## config.mk

```make
export PLATFORM = sky130hd
export DESIGN_NAME = hdmi_video_timing
export DESIGN_NICKNAME = d
export VERILOG_FILES = /design/src/rtl/hdmi_video_timing.sv
export SDC_FILE = /design/constraint.sdc
export NUM_CORES = 1
export LEC_CHECK = 0
export BUFFER_PORTS_ARGS = -buffer_cell sky130_fd_sc_hd__clkbuf_2
export CORE_MARGIN = 8
export CORE_UTILIZATION = 45
export CTS_CLUSTER_DIAMETER = 30
export DETAILED_ROUTE_END_ITERATION = 16
export GPL_ROUTABILITY_DRIVEN = 1
export GPL_TIMING_DRIVEN = 0
export MAX_ROUTING_LAYER = met4
export PLACE_DENSITY_LB_ADDON = 0.3
export SETUP_SLACK_MARGIN = 0.2
export SYNTH_ARGS = -nofsm -noshare
export SYNTH_HDL_FRONTEND = slang
export SYNTH_SLANG_ARGS = --single-unit
export TNS_END_PERCENT = 20
```

## constraint.sdc

```tcl
create_clock -name hdmi_pixel_clock -period 3.8 [get_ports hdmi_pixel_clock]
set_input_delay 0.57 -clock hdmi_pixel_clock [delete_from_list [all_inputs] [get_ports hdmi_pixel_clock]]
set_output_delay 0.57 -clock hdmi_pixel_clock [all_outputs]
set_load 0.02 [all_outputs]
```

## src/rtl/hdmi_video_timing.sv

```systemverilog
// Raster timing generator for the TMDS encoder: sync, data-enable, coordinates and RGB, all registered.
// Optional test-pattern generator enabled by defining HDMI_TEST_PATTERN_EN; otherwise rgb is held at zero.
module hdmi_video_timing #(
    parameter int   H_ACTIVE  = 640,
    parameter int   H_FRONT   = 16,
    parameter int   H_SYNC    = 96,
    parameter int   H_BACK    = 48,
    parameter int   V_ACTIVE  = 480,
    parameter int   V_FRONT   = 10,
    parameter int   V_SYNC    = 2,
    parameter int   V_BACK    = 33,
    parameter logic HSYNC_POL = 1'b0,
    parameter logic VSYNC_POL = 1'b0
) (
    input  logic        hdmi_pixel_clock,
    input  logic        reset,
    input  logic [1:0]  pattern_sel,
    output logic        hsync,
    output logic        vsync,
    output logic        de,
    output logic [11:0] pixel_x,
    output logic [10:0] pixel_y,
    output logic        frame_start,
    output logic [7:0]  frame_count,
    output logic [23:0] rgb
);

    localparam int H_TOTAL = H_ACTIVE + H_FRONT + H_SYNC + H_BACK;
    localparam int V_TOTAL = V_ACTIVE + V_FRONT + V_SYNC + V_BACK;

    localparam logic [11:0] H_LAST   = 12'(H_TOTAL - 1);
    localparam logic [10:0] V_LAST   = 11'(V_TOTAL - 1);
    localparam logic [11:0] H_ACT    = 12'(H_ACTIVE);
    localparam logic [10:0] V_ACT    = 11'(V_ACTIVE);
    localparam logic [11:0] HS_START = 12'(H_ACTIVE + H_FRONT);
    localparam logic [11:0] HS_END   = 12'(H_ACTIVE + H_FRONT + H_SYNC);
    localparam logic [10:0] VS_START = 11'(V_ACTIVE + V_FRONT);
    localparam logic [10:0] VS_END   = 11'(V_ACTIVE + V_FRONT + V_SYNC);

    logic [11:0] h_cnt;
    logic [10:0] v_cnt;
    logic        active;
    logic        hs_on;
    logic        vs_on;
    logic        at_origin;
    logic        first_pending;
    logic [7:0]  fc_next;
    logic [23:0] rgb_next;

    always_ff @(posedge hdmi_pixel_clock) begin
        if (reset) begin
            h_cnt <= '0;
            v_cnt <= '0;
        end else if (h_cnt == H_LAST) begin
            h_cnt <= '0;
            v_cnt <= (v_cnt == V_LAST) ? 11'd0 : v_cnt + 11'd1;
        end else begin
            h_cnt <= h_cnt + 12'd1;
        end
    end

    always_comb begin
        active    = (h_cnt < H_ACT) && (v_cnt < V_ACT);
        hs_on     = (h_cnt >= HS_START) && (h_cnt < HS_END);
        vs_on     = (v_cnt >= VS_START) && (v_cnt < VS_END);
        at_origin = (h_cnt == 12'd0) && (v_cnt == 11'd0);
        // The first frame after reset is frame 0, so its origin does not count.
        fc_next   = (at_origin && !first_pending) ? frame_count + 8'd1 : frame_count;
    end

`ifdef HDMI_TEST_PATTERN_EN
    localparam int BAR_W = H_ACTIVE / 8;
    localparam logic [11:0] BAR1 = 12'(BAR_W * 1);
    localparam logic [11:0] BAR2 = 12'(BAR_W * 2);
    localparam logic [11:0] BAR3 = 12'(BAR_W * 3);
    localparam logic [11:0] BAR4 = 12'(BAR_W * 4);
    localparam logic [11:0] BAR5 = 12'(BAR_W * 5);
    localparam logic [11:0] BAR6 = 12'(BAR_W * 6);
    localparam logic [11:0] BAR7 = 12'(BAR_W * 7);

    logic [1:0]  pat_q;
    logic [1:0]  pat_eff;
    logic [23:0] bar_rgb;

    // The select is taken at the origin itself so pixel (0,0) already shows the new pattern.
    assign pat_eff = at_origin ? pattern_sel : pat_q;

    always_ff @(posedge hdmi_pixel_clock) begin
        if (reset) begin
            pat_q <= 2'd0;
        end else if (at_origin) begin
            pat_q <= pattern_sel;
        end
    end

    always_comb begin
        if      (h_cnt < BAR1) bar_rgb = 24'hFFFFFF;
        else if (h_cnt < BAR2) bar_rgb = 24'hFFFF00;
        else if (h_cnt < BAR3) bar_rgb = 24'h00FFFF;
        else if (h_cnt < BAR4) bar_rgb = 24'h00FF00;
        else if (h_cnt < BAR5) bar_rgb = 24'hFF00FF;
        else if (h_cnt < BAR6) bar_rgb = 24'hFF0000;
        else if (h_cnt < BAR7) bar_rgb = 24'h0000FF;
        else                   bar_rgb = 24'h000000;
    end

    always_comb begin
        rgb_next = 24'h000000;
        if (active) begin
            case (pat_eff)
                2'd0:    rgb_next = bar_rgb;
                2'd1:    rgb_next = {h_cnt[7:0], v_cnt[7:0], fc_next};
                2'd2:    rgb_next = (h_cnt[4] ^ v_cnt[4]) ? 24'h000000 : 24'hFFFFFF;
                default: rgb_next = 24'hFFFFFF;
            endcase
        end
    end
`else
    logic unused_pattern_sel;
    assign unused_pattern_sel = ^pattern_sel;
    assign rgb_next = 24'h000000;
`endif

    always_ff @(posedge hdmi_pixel_clock) begin
        if (reset) begin
            de            <= 1'b0;
            frame_start   <= 1'b0;
            hsync         <= ~HSYNC_POL;
            vsync         <= ~VSYNC_POL;
            pixel_x       <= '0;
            pixel_y       <= '0;
            frame_count   <= '0;
            rgb           <= '0;
            first_pending <= 1'b1;
        end else begin
            de          <= active;
            frame_start <= at_origin;
            hsync       <= hs_on ? HSYNC_POL : ~HSYNC_POL;
            vsync       <= vs_on ? VSYNC_POL : ~VSYNC_POL;
            pixel_x     <= h_cnt;
            pixel_y     <= v_cnt;
            frame_count <= fc_next;
            rgb         <= rgb_next;
            if (at_origin) begin
                first_pending <= 1'b0;
            end
        end
    end

endmodule

```

==> Yosys cells after proc, flatten, opt, wreduce, memory -nomap -nowiden <==
Cells that the tools add are included.
{ "word_totals": {"ff_bits": 59, "ramBits": 0, "latchBits": 0, "output_inout_bits": 59, "input_bits": 4, "memories": 0, "rom_bits": 0} }
{ "classes": {"n_lt_le_gt_ge": 6, "n_div": 0, "reduce_logical": 9, "mux": 3, "add_sub_neg": 3, "n_eq_ne": 2, "mul": 0, "bitwise_logic": 0, "shifts": 0} }
{ "op_table": {"columns": ["cell", "count"], "rows": [
  ["12-bit by 10-bit < comparator with 1-bit output, second input constant", 2],
  ["11-bit by 9-bit < comparator with 1-bit output, second input constant", 2],
  ["12-bit by 1-bit adder with 12-bit output, second input constant", 1],
  ["12-bit by 10-bit equality test with 1-bit output, second input constant", 1],
  ["12-bit by 10-bit greater-or-equal comparator with 1-bit output, second input constant", 1],
  ["12-bit logical NOT", 1],
  ["11-bit by 1-bit adder with 11-bit output, second input constant", 1],
  ["11-bit by 10-bit equality test with 1-bit output, second input constant", 1],
  ["11-bit by 9-bit greater-or-equal comparator with 1-bit output, second input constant", 1],
  ["11-bit logical NOT", 1],
  ["11-bit 2-to-1 mux", 1],
  ["8-bit by 1-bit adder with 8-bit output, second input constant", 1],
  ["1-bit logical AND", 5],
  ["1-bit 2-to-1 mux", 2],
  ["2-bit OR reduction", 1],
  ["1-bit logical NOT", 1]
]} }

==> Logic depth before layout (Yosys ltp) <==
Gate-level depths: netlist of run 1.
{ "depth": {"ltp_word": 3, "depth_mapped": 6} }

==> Least setup slack after synthesis of run 1 <==
Ideal clock, no wire load.
{ "synth_path": {"path_type": "reg2reg", "start": "register h_cnt[5]", "end": "register v_cnt[10]", "setup_ns": 0.123, "slack_ns": 1.521, "required_ns": 3.677, "arrival_ns": 2.155, "stages_incl_launch_ff": 7, "cell_sequence": "dfxtp_1 buf_6 or4_4 or4_4 buf_6 nor4_4 mux2_1"} }
{ "synth_between": {"elab_chain_len": 1} }
{ "synth_lines": {"columns": ["item", "line_no", "source"], "rows": [
  ["from (decl)", "40", "logic [11:0] h_cnt;"],
  ["from (signal assigned)", "58", "h_cnt <= h_cnt + 12'd1;"],
  ["12-bit by 10-bit equality test with 1-bit output", "54", "end else if (h_cnt == H_LAST) begin"],
  ["to (signal assigned)", "56", "v_cnt <= (v_cnt == V_LAST) ? 11'd0 : v_cnt + 11'd1;"],
  ["to (decl)", "41", "logic [10:0] v_cnt;"]
]} }
Every way passes these cells.
A chain may end at the register's enable or synchronous reset.

==> Worst setup path in the final report of run 1 <==
{ "layout_path": {"start": "register h_cnt[6]", "end": "register v_cnt[10]"} }
Same word-level chain as after synthesis.

==> run summary, run 1 <==
The minimum hold slack came out at ~0.44 ns. The weighted congestion at the end of routability-driven global placement is just under 0.9. The share of the synthesized area in compound gates (AO/OA/AOI/OAI) came out at 0.0614. The number of buffers inserted by port buffering came out at 36. The number of cells after detailed placement came out at roughly 430. The power per cell area came out at 405 nW/um^2.

The number of hold-slack violations in the final timing report was 0. Synthesis produced ~300 cells. The share of total power in combinational logic is 0.073.

For this run, the number of Yosys warnings is 0. The effective utilization at floorplan came out at 0.460. The count of cell types in the netlist came out at 46.

The number of nets in the layout is 377. The total die area is 8710 um^2. The number of setup buffers added after CTS is 0. The critical path endpoint category is a register. Among all cell types in the netlist, the one instantiated most often is sky130_fd_sc_hd__dfxtp_1. The average via count per standard cell came out at about 4.9. The internal power contribution is between 1 and 1.5 mW. The synthesized design contains 0 enable-type register cells. The static leakage is between 1 and 1.5 nW. Counting instances in the post-synthesis netlist gives the leading cell types as sky130_fd_sc_hd__dfxtp_1, sky130_fd_sc_hd__nor2_1, sky130_fd_sc_hd__buf_4, sky130_fd_sc_hd__nor2b_1, sky130_fd_sc_hd__nand3_1.

The vias after detailed routing came out at about 2200. The maximum clock skew at final layout came out at around 0.0063 ns. Among the stages of the critical path, the cell type that occurs most often is sky130_fd_sc_hd__or4_4. The smallest clock period supported by the final layout is computed as 2.41 ns. The wire-length estimate of the detail-placed layout is 4350 um.

The area growth from synthesis to final layout came out at 21.3%. The sequential cell fraction of total power came out at 0.481. The H-tree generated during clock tree synthesis spans 3 levels.

The max capacitance violation total is 0. For this run, the register share of the synthesized area comes to 0.439. The final total negative setup slack came out at 0 ns. The total CTS buffers is 9. The maximum ir drop on the vdd rail is 206 uV.

In this run the horizontal extent of the chip is 93.3 um. The fraction of layout cells with a size suffix above 1 came out at 0.244. The net switching power came out at ~0.30 mW. Of the post-synthesis cell area, the dominant cell type holds 0.439. The clock-pin transition on the worst setup and hold timing paths came out at 0.06 ns. The required arrival time at the worst endpoint is 4.02 ns. The kind of start point of the critical path is a register.

The area of the mapped netlist is 2690 um^2. At the pin with the least slew margin, the transition time is 0.779 ns. In this run the worst path has a maximum fanout of 10. The post-cts repair resize count came out at 0. The fill cell instance count of the final layout is 534. The number of setup violations in the final report came out at 0.

The final count of pins violating max slew is 0. The count of antenna-violating nets left after detailed routing is 0. Of the post-synthesis cell area, the part taken by muxes is 0.0330.

Data on the critical path arrives at its endpoint at between 2 and 3 ns. The root buffer cell is sky130_fd_sc_hd__clkbuf_8. Counting every sink on the clock net gives 59. The core footprint came out at 5850 um^2. The critical path's largest stage delay is 0.53 ns. The DRC violation count after routing is 0. The synthesized-area fraction occupied by xor and xnor cells is 0.0325. The switching share of power is 0.230. The maximum operating frequency came out at 415 MHz. The average cell area after synthesis came out at 9.03 um^2. The number of rows created at floorplan is 28. Traced cell by cell, the critical path runs through clkbuf_2 > or4_4 > or4_4 > buf_6 > nor4_4 > mux2_1.

The first global-routing pass estimated roughly 10000 um of wire. Counting flops with an async set or reset pin after synthesis yields a share of 0. After the first detailed-routing iteration, the DRC count stood at 133. The flow ran to the end, and the final reports show no timing, DRC or antenna violations.

The clock passes through at most 2 buffers. Setup repair after global routing left no endpoint under its margin. The slowest stage of the critical path is the sky130_fd_sc_hd__or4_4 cell. The class of the tightest hold or removal check is in2reg. After synthesis, the largest family of logic cells by area is simple AND/OR/NAND/NOR gates. The via count of the first global-routing pass came out at 2214. After detailed routing, the average wire length per cell comes to 13.1 um.

For this run, the total global-route usage over all layers was measured as 0.149. The largest net degree at the start of global routing is 11. Of the total synthesized cell area, the portion taken by full adders, half adders and majority gates is 0.0232.

The portion of total power attributed to the clock network is 0.446. The largest total area in the synthesized netlist belongs to sky130_fd_sc_hd__dfxtp_1. TritonCTS built the clock tree. The startpoint-to-endpoint class of the critical path is reg2reg. Once layout is complete, the cells apart from fillers number 448. The height of the die came out at around 93 um. The number of placed I/O pins is between 60 and 70. The antenna diode instance count came out at 0. The synthesized design contains 59 register bits.

The leftover overflow at the end of global routing came out at 0. The first TritonRoute pass finished after 4 iterations. The latest clock arrival within the worst-skew pair came out at roughly 0.33 ns.

The dominant synthesized flop cell is sky130_fd_sc_hd__dfxtp_1. The final critical-path share of the clock period came out at 0.634. The area fraction in and, or, nand and nor cells after synthesis is 0.300. Measured against its own limit, the worst slew margin works out to 0.476.

The routed wire length came out at ~5900 um. The initial antenna violation count was 0. In the post-synthesis netlist, the biggest area contributors are sky130_fd_sc_hd__dfxtp_1, sky130_fd_sc_hd__buf_4, sky130_fd_sc_hd__nor2b_1, sky130_fd_sc_hd__nor2_1, sky130_fd_sc_hd__nand3_1. The cts-stage hold buffer count came out at 0.
[final timing paths]
kind | slack, ns | from | endpoint | depth (start not counted)
min | 0.44 | reset | pixel_y[10] | 2
max reg2reg | 1.39 | h_cnt[6] | v_cnt[10] | 6
max | 1.39 | h_cnt[6] | v_cnt[10] | 6
min reg2reg | 0.49 | v_cnt[1] | v_cnt[1] | 2
[worst max-delay path, delay by kind of cell, from the launching register on]
family	cells	cell delay [ns]
buffers and inverters	2	0.31
DFF	1	0.30
muxes	1	0.35
and+or+nand+nor	3	1.32
[layout by cell type, fill, tap and decap left out, types with 5 or more instances in the layout]
cell type / instances
sky130_fd_sc_hd__dfxtp_1: 59
sky130_fd_sc_hd__clkbuf_2: 37
sky130_fd_sc_hd__nor2_1: 25
sky130_fd_sc_hd__nor2b_1: 24
sky130_fd_sc_hd__buf_4: 24
sky130_fd_sc_hd__conb_1: 24
sky130_fd_sc_hd__nand3_1: 15
sky130_fd_sc_hd__nand2_1: 14
sky130_fd_sc_hd__nor3_1: 13
sky130_fd_sc_hd__clkbuf_8: 12
sky130_fd_sc_hd__clkbuf_1: 11
sky130_fd_sc_hd__nand4_1: 11
sky130_fd_sc_hd__a21oi_1: 9
sky130_fd_sc_hd__inv_1: 8
sky130_fd_sc_hd__and3_1: 8
sky130_fd_sc_hd__nor4_1: 7
sky130_fd_sc_hd__xor2_1: 7
sky130_fd_sc_hd__mux2_2: 6
sky130_fd_sc_hd__ha_1: 5
[through the flow]
step | setup WS (ns) | area [um^2] | utilization | power [mW]
detailed placement | 1.39 | 3050 | 0.522 | 0.745
global placement | 1.44 | 3050 | 0.522 | 0.744
finish | 1.39 | 3260 | 0.558 | 1.32
global route | 1.24 | 3260 | 0.558 | 1.38
CTS | 1.39 | 3260 | 0.558 | 1.34
floorplan | 1.52 | 2780 | - | 0.726
[flip-flops by register name, indices dropped and copies added, names as in the netlist]
signal	flops
h_cnt	12
v_cnt	11
pixel_x	12
frame_count	8
pixel_y	11
first_pending	1
hsync	1
de	1
vsync	1
frame_start	1
[kinds of logic (layout without fill, tap and decap cells)]
group | after synthesis | in the layout
flip-flops | 59 | 59
AO/OA/AOI/OAI | 25 | 25
other | 1 | 24
buffers and inverters | 50 | 102
adder cells (fa/ha/maj) | 5 | 5
multiplexers | 8 | 8
XOR/XNOR | 10 | 10
AND/OR/NAND/NOR | 140 | 140
[metal layers]
metal,up-vias,wire length (um),GRT usage
li1,1129,-,-
met1,977,2650,0.164
met2,71,2680,0.231
met3,13,417,0.0505
met4,0,137,0.0846
met5,-,0,-
[area by class of cell]
type | count | area (um^2) | area share
Timing Repair Buffer | 36 | 180 | 0.0552
Inverter | 8 | 30.0 | 0.00920
Clock buffer | 12 | 165 | 0.0506
Clock inverter | 4 | 47.5 | 0.0146
Sequential cell | 59 | 1180 | 0.362
Tap cell | 75 | 93.8 | 0.0287
Buffer | 42 | 265 | 0.0813
Multi-Input combinational cell | 212 | 1300 | 0.399
[power by group through the flow]
stage | clock [mW] | sequential [mW] | combinational, mW
final | 0.589 | 0.635 | 0.0969
after global routing | 0.633 | 0.636 | 0.108
after CTS | 0.604 | 0.635 | 0.0967
after detailed placement | 0 | 0.649 | 0.0961
after global placement | 0 | 0.648 | 0.0953
after floorplan | 0 | 0.654 | 0.0727
No activity file was read; power rests on OpenSTA's default activity.
==> run 2, diff against run 1 <==
==> constraint.sdc (replaced) <==
create_clock -name hdmi_pixel_clock -period 2 [get_ports hdmi_pixel_clock]
set_input_delay 0.3 -clock hdmi_pixel_clock [delete_from_list [all_inputs] [get_ports hdmi_pixel_clock]]
set_output_delay 0.3 -clock hdmi_pixel_clock [all_outputs]
set_load 0.02 [all_outputs]
==> run summary, run 2 (same netlist as run 1, synthesis figures left out) <==
The run finished, with violations left. The checks that failed: negative setup slack. CTS placed an instance of sky130_fd_sc_hd__clkbuf_8 at the clock tree root. The tightest slew margin relative to the limit is 0.625 (+0.149).

The maximum operating frequency is 464 MHz (+12%). The DRC violation total after the first TritonRoute iteration came out at 189 (+42%). The setup slack at placement is -0.298 ns (-1.69 ns). The critical path arrival is 2.38 ns (-0.25 ns). The via count of the first global-routing pass is 2200 (-0.63%).

The number of cells after detailed placement is 432 (unchanged). The largest fanout on the critical path came out at 8 (-2). The overall routing resource usage came out at 0.154 (+0.00460).

The latest clock arrival within the worst-skew pair came out at 0.34 ns (about the same). The largest net degree at the start of global routing came out at 12 (+1). The half-perimeter wire length of the detailed placement result came out at 4240 um (-2.6%). The x dimension of the die is 93.3 um (unchanged). The top cell types in the final layout, fill and taps aside, are sky130_fd_sc_hd__dfxtp_1, sky130_fd_sc_hd__clkbuf_2, sky130_fd_sc_hd__buf_4, sky130_fd_sc_hd__nor2_1.

The number of clock sinks came out at 59 (unchanged). The maximum ir drop on the vdd rail is 609 uV (+200%). The worst setup path is of the reg2reg kind. The initial antenna violation count came out at 0 (unchanged). The total CTS buffers is 9 (unchanged). The routed wire length came out at 6480 um (+10%). The final total negative setup slack is -0.790 ns (-0.790 ns). The summed area of non-filler cells in the final layout came out at 3630 um^2 (+11%). The tightest min-delay check is of the in2reg type.

The effective utilization at floorplan came out at 0.460 (unchanged). The final worst slack was -0.154 ns (-1.55 ns). The number of setup violations in the final report is 8 (+8).

The average detailed-routed wire length per instance came out at 13.9 um (+5.8%). The total placed instance area came out at 3060 um^2 (+0.33%). The antenna diode instance count is 0 (unchanged).

Setup repair after global routing could not meet its margin everywhere. The cts-stage hold buffer count came to 0 (unchanged). The weighted congestion at the end of routability-driven global placement came out at 0.927 (+3.6%). TritonCTS built the clock tree.

The total die area is 8710 um^2 (unchanged). The power per cell area is 718 nW/um^2 (+77%). The final critical-path share of the clock period came to 1.08 (+0.443). The worst setup path is launched from a register.

The required arrival time at the worst endpoint is 2.23 ns (-1.79 ns). The first-pass GRT wire length is 10300 um (+1.7%). The number of nets in the layout is 395 (+4.8%). The fraction of layout cells with a size suffix above 1 came out at 0.358 (+0.114).

The number of hold-slack violations in the final timing report is 0 (unchanged). The critical path endpoint category is a register. The number of buffers inserted by port buffering was 36 (unchanged). The maximum level of the CTS H-tree was 3 (unchanged). The pin slew with the least headroom to its limit is 0.562 ns (-0.217 ns). The core footprint came out at 5850 um^2 (unchanged). The max capacitance violation total is 0 (unchanged).

The static leakage was 1.59 nW (+11%). The maximum clock skew at final layout came to 0.00830 ns (+0.00196 ns). The maximum count of clock buffers along a single path was 2 (unchanged). The post-layout minimum cycle time is 2.15 ns (-0.254 ns). The DRC violation count after routing came out at 0 (unchanged). The clock-pin transition on the worst setup and hold timing paths came out at 0.07 ns (about the same). The number of placed I/O pins came out at 63 (unchanged). The final count of pins violating max slew is 0 (unchanged). The fill cell instance count of the final layout came to 484 (-9.4%). Leaving out fill and tap cells, the most frequent cell in the layout is sky130_fd_sc_hd__dfxtp_1. The vias after detailed routing is 2355 (+7.5%). The area growth from synthesis to final layout is 34.7%.

The final standard cell count with taps included and fillers excluded came out at 466 (+4.0%). The count of antenna-violating nets left after detailed routing came out at 0 (unchanged). The average via count per standard cell is 5.05 (+3.4%). The length of the first detailed-routing pass in iterations came out at 4 (unchanged).

The largest registers in the layout are h_cnt (12), pixel_x (12). The leftover overflow at the end of global routing was 0 (unchanged). The number of rows created at floorplan came out at 28 (unchanged). The height of the die is 93.3 um (unchanged).
## run 2: final timing paths
check / endpoint / depth (start not counted) / start / slack (ns)
max: v_cnt[10] / 6 / h_cnt[5] / -0.15
min: pixel_y[10] / 2 / reset / 0.16
max reg2reg: v_cnt[10] / 6 / h_cnt[5] / -0.15
min reg2reg: v_cnt[0] / 2 / v_cnt[0] / 0.49
## run 2: stage by stage
step | hold WS, ns | util | total power, mW
2_1_floorplan | 0.379 | - | 1.38
5_1_grt | 0.170 | 0.620 | 2.70
4_1_cts | 0.157 | 0.590 | 2.59
6_report | 0.159 | 0.620 | 2.60
3_3_place_gp | 0.471 | 0.523 | 1.41
3_5_place_dp | 0.474 | 0.523 | 1.42
## run 2: worst max-delay path, stage by stage, from the launching register on
cell,delay (ns)
sky130_fd_sc_hd__dfxtp_2,0.32
sky130_fd_sc_hd__buf_6,0.11
sky130_fd_sc_hd__or4_4,0.52
sky130_fd_sc_hd__or4_4,0.45
sky130_fd_sc_hd__buf_8,0.16
sky130_fd_sc_hd__nor4_4,0.15
sky130_fd_sc_hd__mux2_4,0.32
## run 2: layer usage
metal | up-vias | part of all wire | global-route usage
met5 | - | 0 | -
met4 | 0 | 0.017 | 0.0765
met3 | 14 | 0.081 | 0.0521
met2 | 106 | 0.46 | 0.233
met1 | 1068 | 0.44 | 0.177
li1 | 1167 | - | -
## run 2: power breakdown
group / switching, mW / total [mW] / internal [mW]
Clock: 0.479 / 1.18 / 0.703
Sequential: 0.0179 / 1.21 / 1.19
Combinational: 0.128 / 0.211 / 0.0828
Total: 0.625 / 2.60 / 1.98
## run 2: layout make-up
type	count	area, um^2	area share
Multi-Input combinational cell	212	1480	0.407
Sequential cell	59	1190	0.328
Timing Repair Buffer	54	327	0.0901
Buffer	42	289	0.0797
Clock buffer	10	128	0.0352
Tap cell	75	93.8	0.0259
Clock inverter	6	90.1	0.0248
Inverter	8	32.5	0.00897
## run 2: what timing repair did
item	in CTS	in global routing
setup buffers	10	8
gates resized for setup	24	32
pin swaps	8	9
hold endpoints to repair	0	0
endpoints found under the setup margin	27	37
==> run 3, diff against run 2 <==
--- a/config.mk
+++ b/config.mk
@@ -13,7 +13,7 @@
 export GPL_ROUTABILITY_DRIVEN = 1
 export GPL_TIMING_DRIVEN = 0
 export MAX_ROUTING_LAYER = met4
-export PLACE_DENSITY_LB_ADDON = 0.3
+export PLACE_DENSITY = 0.8
 export SETUP_SLACK_MARGIN = 0.2
 export SYNTH_ARGS = -nofsm -noshare
 export SYNTH_HDL_FRONTEND = slang
==> run summary, run 3 (same netlist as run 1, synthesis figures left out) <==
The first-pass GRT wire length came out at 10400 um (+1.4%). The final worst slack came out at -0.162 ns (-0.00841 ns). The length of the first detailed-routing pass in iterations is 4 (unchanged).

The path class of the tightest hold or removal check is in2reg. The antenna diode instance count is 0 (unchanged). The cts-stage hold buffer count is 0 (unchanged). The height of the die is 93.3 um (unchanged). The number of buffers inserted by port buffering is 36 (unchanged). The critical path arrival is 2.43 ns (+0.05 ns).

In the final layout, the registers with the most flip-flops are h_cnt (12), pixel_x (12). Walking the worst path, the cells encountered are buf_6 > or4_4 > or4_4 > or4b_4 > a21oi_2. The total die area came out at 8710 um^2 (unchanged).

The latest clock arrival within the worst-skew pair is 0.34 ns (about the same). The maximum operating frequency is 462 MHz (-0.39%). The via count of the first global-routing pass came out at 2266 (+3.0%). The number of placed I/O pins came out at 63 (unchanged). The startpoint-to-endpoint class of the critical path is reg2reg. The number of cells after detailed placement was 432 (unchanged). The number of nets in the layout is 389 (-1.5%). The max capacitance violation total is 0 (unchanged). The number of rows created at floorplan is 28 (unchanged). The static leakage is 1.53 nW (-4.4%). The CTS tree is done. The clock-pin transition on the worst setup and hold timing paths came out at 0.07 ns (about the same). The maximum level of the CTS H-tree is 3 (unchanged). The root buffer cell chosen for the clock tree is sky130_fd_sc_hd__clkbuf_8. The maximum count of clock buffers along a single path is 2 (unchanged).

The checks that failed: negative setup slack. The worst setup path is launched from a register. The half-perimeter wire length of the detailed placement result came to 4260 um (+0.54%).

The run finished, with violations left. The count of antenna-violating nets left after detailed routing is 0 (unchanged). The area growth from synthesis to final layout is 28.1%. The maximum clock skew at final layout is 0.0112 ns (+0.00290 ns).

The fraction of layout cells with a size suffix above 1 came out at 0.319 (-0.0386). The final critical-path share of the clock period came out at 1.08 (+0.00421). The total CTS buffers is 9 (unchanged). The final core utilization is 0.589 (-0.0304).

The average via count per standard cell is 5.00 (-0.98%). The core footprint came out at 5850 um^2 (unchanged). The initial antenna violation count is 0 (unchanged).

The x dimension of the die came out at 93.3 um (unchanged). The average detailed-routed wire length per instance is 13.8 um (-0.90%). The tightest slew margin relative to the limit is 0.637 (+0.0112). The largest net degree at the start of global routing is 12 (unchanged). The critical path's largest stage delay is 0.56 ns (+0.04 ns).

The leftover overflow at the end of global routing came out at 0 (unchanged). Among all stages on the critical path, the largest delay is contributed by sky130_fd_sc_hd__or4b_4. The largest delay contributor family on the critical path is simple AND/OR/NAND/NOR gates.

The maximum ir drop on the vdd rail came out at 574 uV (-5.8%). The largest fanout on the critical path is 3 (-5). The final standard cell count with taps included and fillers excluded was 460 (-1.3%). The sum of buffers and inverters on the critical path came to 1 (-1).

Setup repair after global routing could not meet its margin everywhere. In the layout the commonest cells are sky130_fd_sc_hd__dfxtp_1, sky130_fd_sc_hd__clkbuf_2, sky130_fd_sc_hd__buf_4. The pin slew with the least headroom to its limit is 0.545 ns (-0.0167 ns). The post-layout minimum cycle time is 2.16 ns (+0.00841 ns). The power per cell area is 721 nW/um^2 (+0.36%).

The weighted congestion at the end of routability-driven global placement came to 0.914 (-1.5%). The number of clock sinks came out at 59 (unchanged). The DRC violation total after the first TritonRoute iteration was 236 (+25%). The vias after detailed routing was 2302 (-2.3%). The final count of pins violating max slew was 0 (unchanged).

STA classifies the critical path endpoint as a register. Leaving out fill and tap cells, the most frequent cell in the layout is sky130_fd_sc_hd__dfxtp_1. The number of hold-slack violations in the final timing report is 0 (unchanged). The routed wire length came to 6340 um (-2.2%). The overall routing resource usage is 0.155 (+0.00124). The effective utilization at floorplan came out at 0.460 (unchanged). The required arrival time at the worst endpoint is 2.27 ns (+0.04 ns). The DRC violation count after routing is 0 (unchanged).

The number of setup violations in the final report came out at 5 (-3). In this design, the critical path's most frequently occurring cell is sky130_fd_sc_hd__or4_4.
## run 3: cell count changes in the layout (fill, tap and decap cells not counted), sizes merged
| cell | previous run | this run |
|---|---|---|
| inv | 8 | 9 |
| clkbuf | 57 | 58 |
| buf | 49 | 42 |
| clkinv | 3 | 2 |
| clkinvlp | 1 | 2 |
| bufinv | 2 | 1 |
## run 3: cell type report
type                            instances  area, um^2
Buffer                                 42         288
Clock buffer                           10         138
Multi-Input combinational cell        212        1370
Timing Repair Buffer                   48         278
Sequential cell                        59        1190
Fill cell                             515        2400
Tap cell                               75        93.8
Inverter                                8        30.0
Clock inverter                          6        63.8
## run 3: layer usage
metal	up-vias	track usage	share of wire	wire length, um
li1	1151	-	-	-
met1	1060	0.176	0.44	2800
met3	9	0.0537	0.077	489
met4	0	0.0792	0.015	98
met2	82	0.236	0.47	2950
met5	-	-	0	0
## run 3: final timing paths
path / from / end / slack, ns / depth (start not counted)
max reg2reg: h_cnt[5] / v_cnt[4] / -0.16 / 5
min reg2reg: v_cnt[1] / v_cnt[1] / 0.49 / 2
max: h_cnt[5] / v_cnt[4] / -0.16 / 5
min: reset / pixel_y[10] / 0.18 / 2
## run 3: power by group
group / internal, mW / switching [mW] / leakage [nW]
registers: 1.19 / 0.0153 / 0.479
logic: 0.0710 / 0.116 / 0.948
clock network: 0.608 / 0.481 / 0.0987
## run 3: what timing repair did
| action | in CTS | in global routing |
|---|---|---|
| buffers inserted | 9 | 3 |
| setup endpoints to repair | 27 | 26 |
| pin swaps | 6 | 1 |
| resized for setup | 21 | 9 |
## run 3: through the flow
step	hold WS [ns]	setup WS, ns	power, mW	TNS [ns]	instance area [um^2]
finish	0.176	-0.162	2.48	-0.480	3450
global route	0.169	-0.209	2.58	-1.01	3450
CTS	0.159	-0.175	2.50	-0.469	3410
detailed placement	0.479	-0.278	1.41	-3.62	3060
global placement	0.470	-0.270	1.41	-3.42	3060
floorplan	0.379	-0.0791	1.38	-0.139	2790
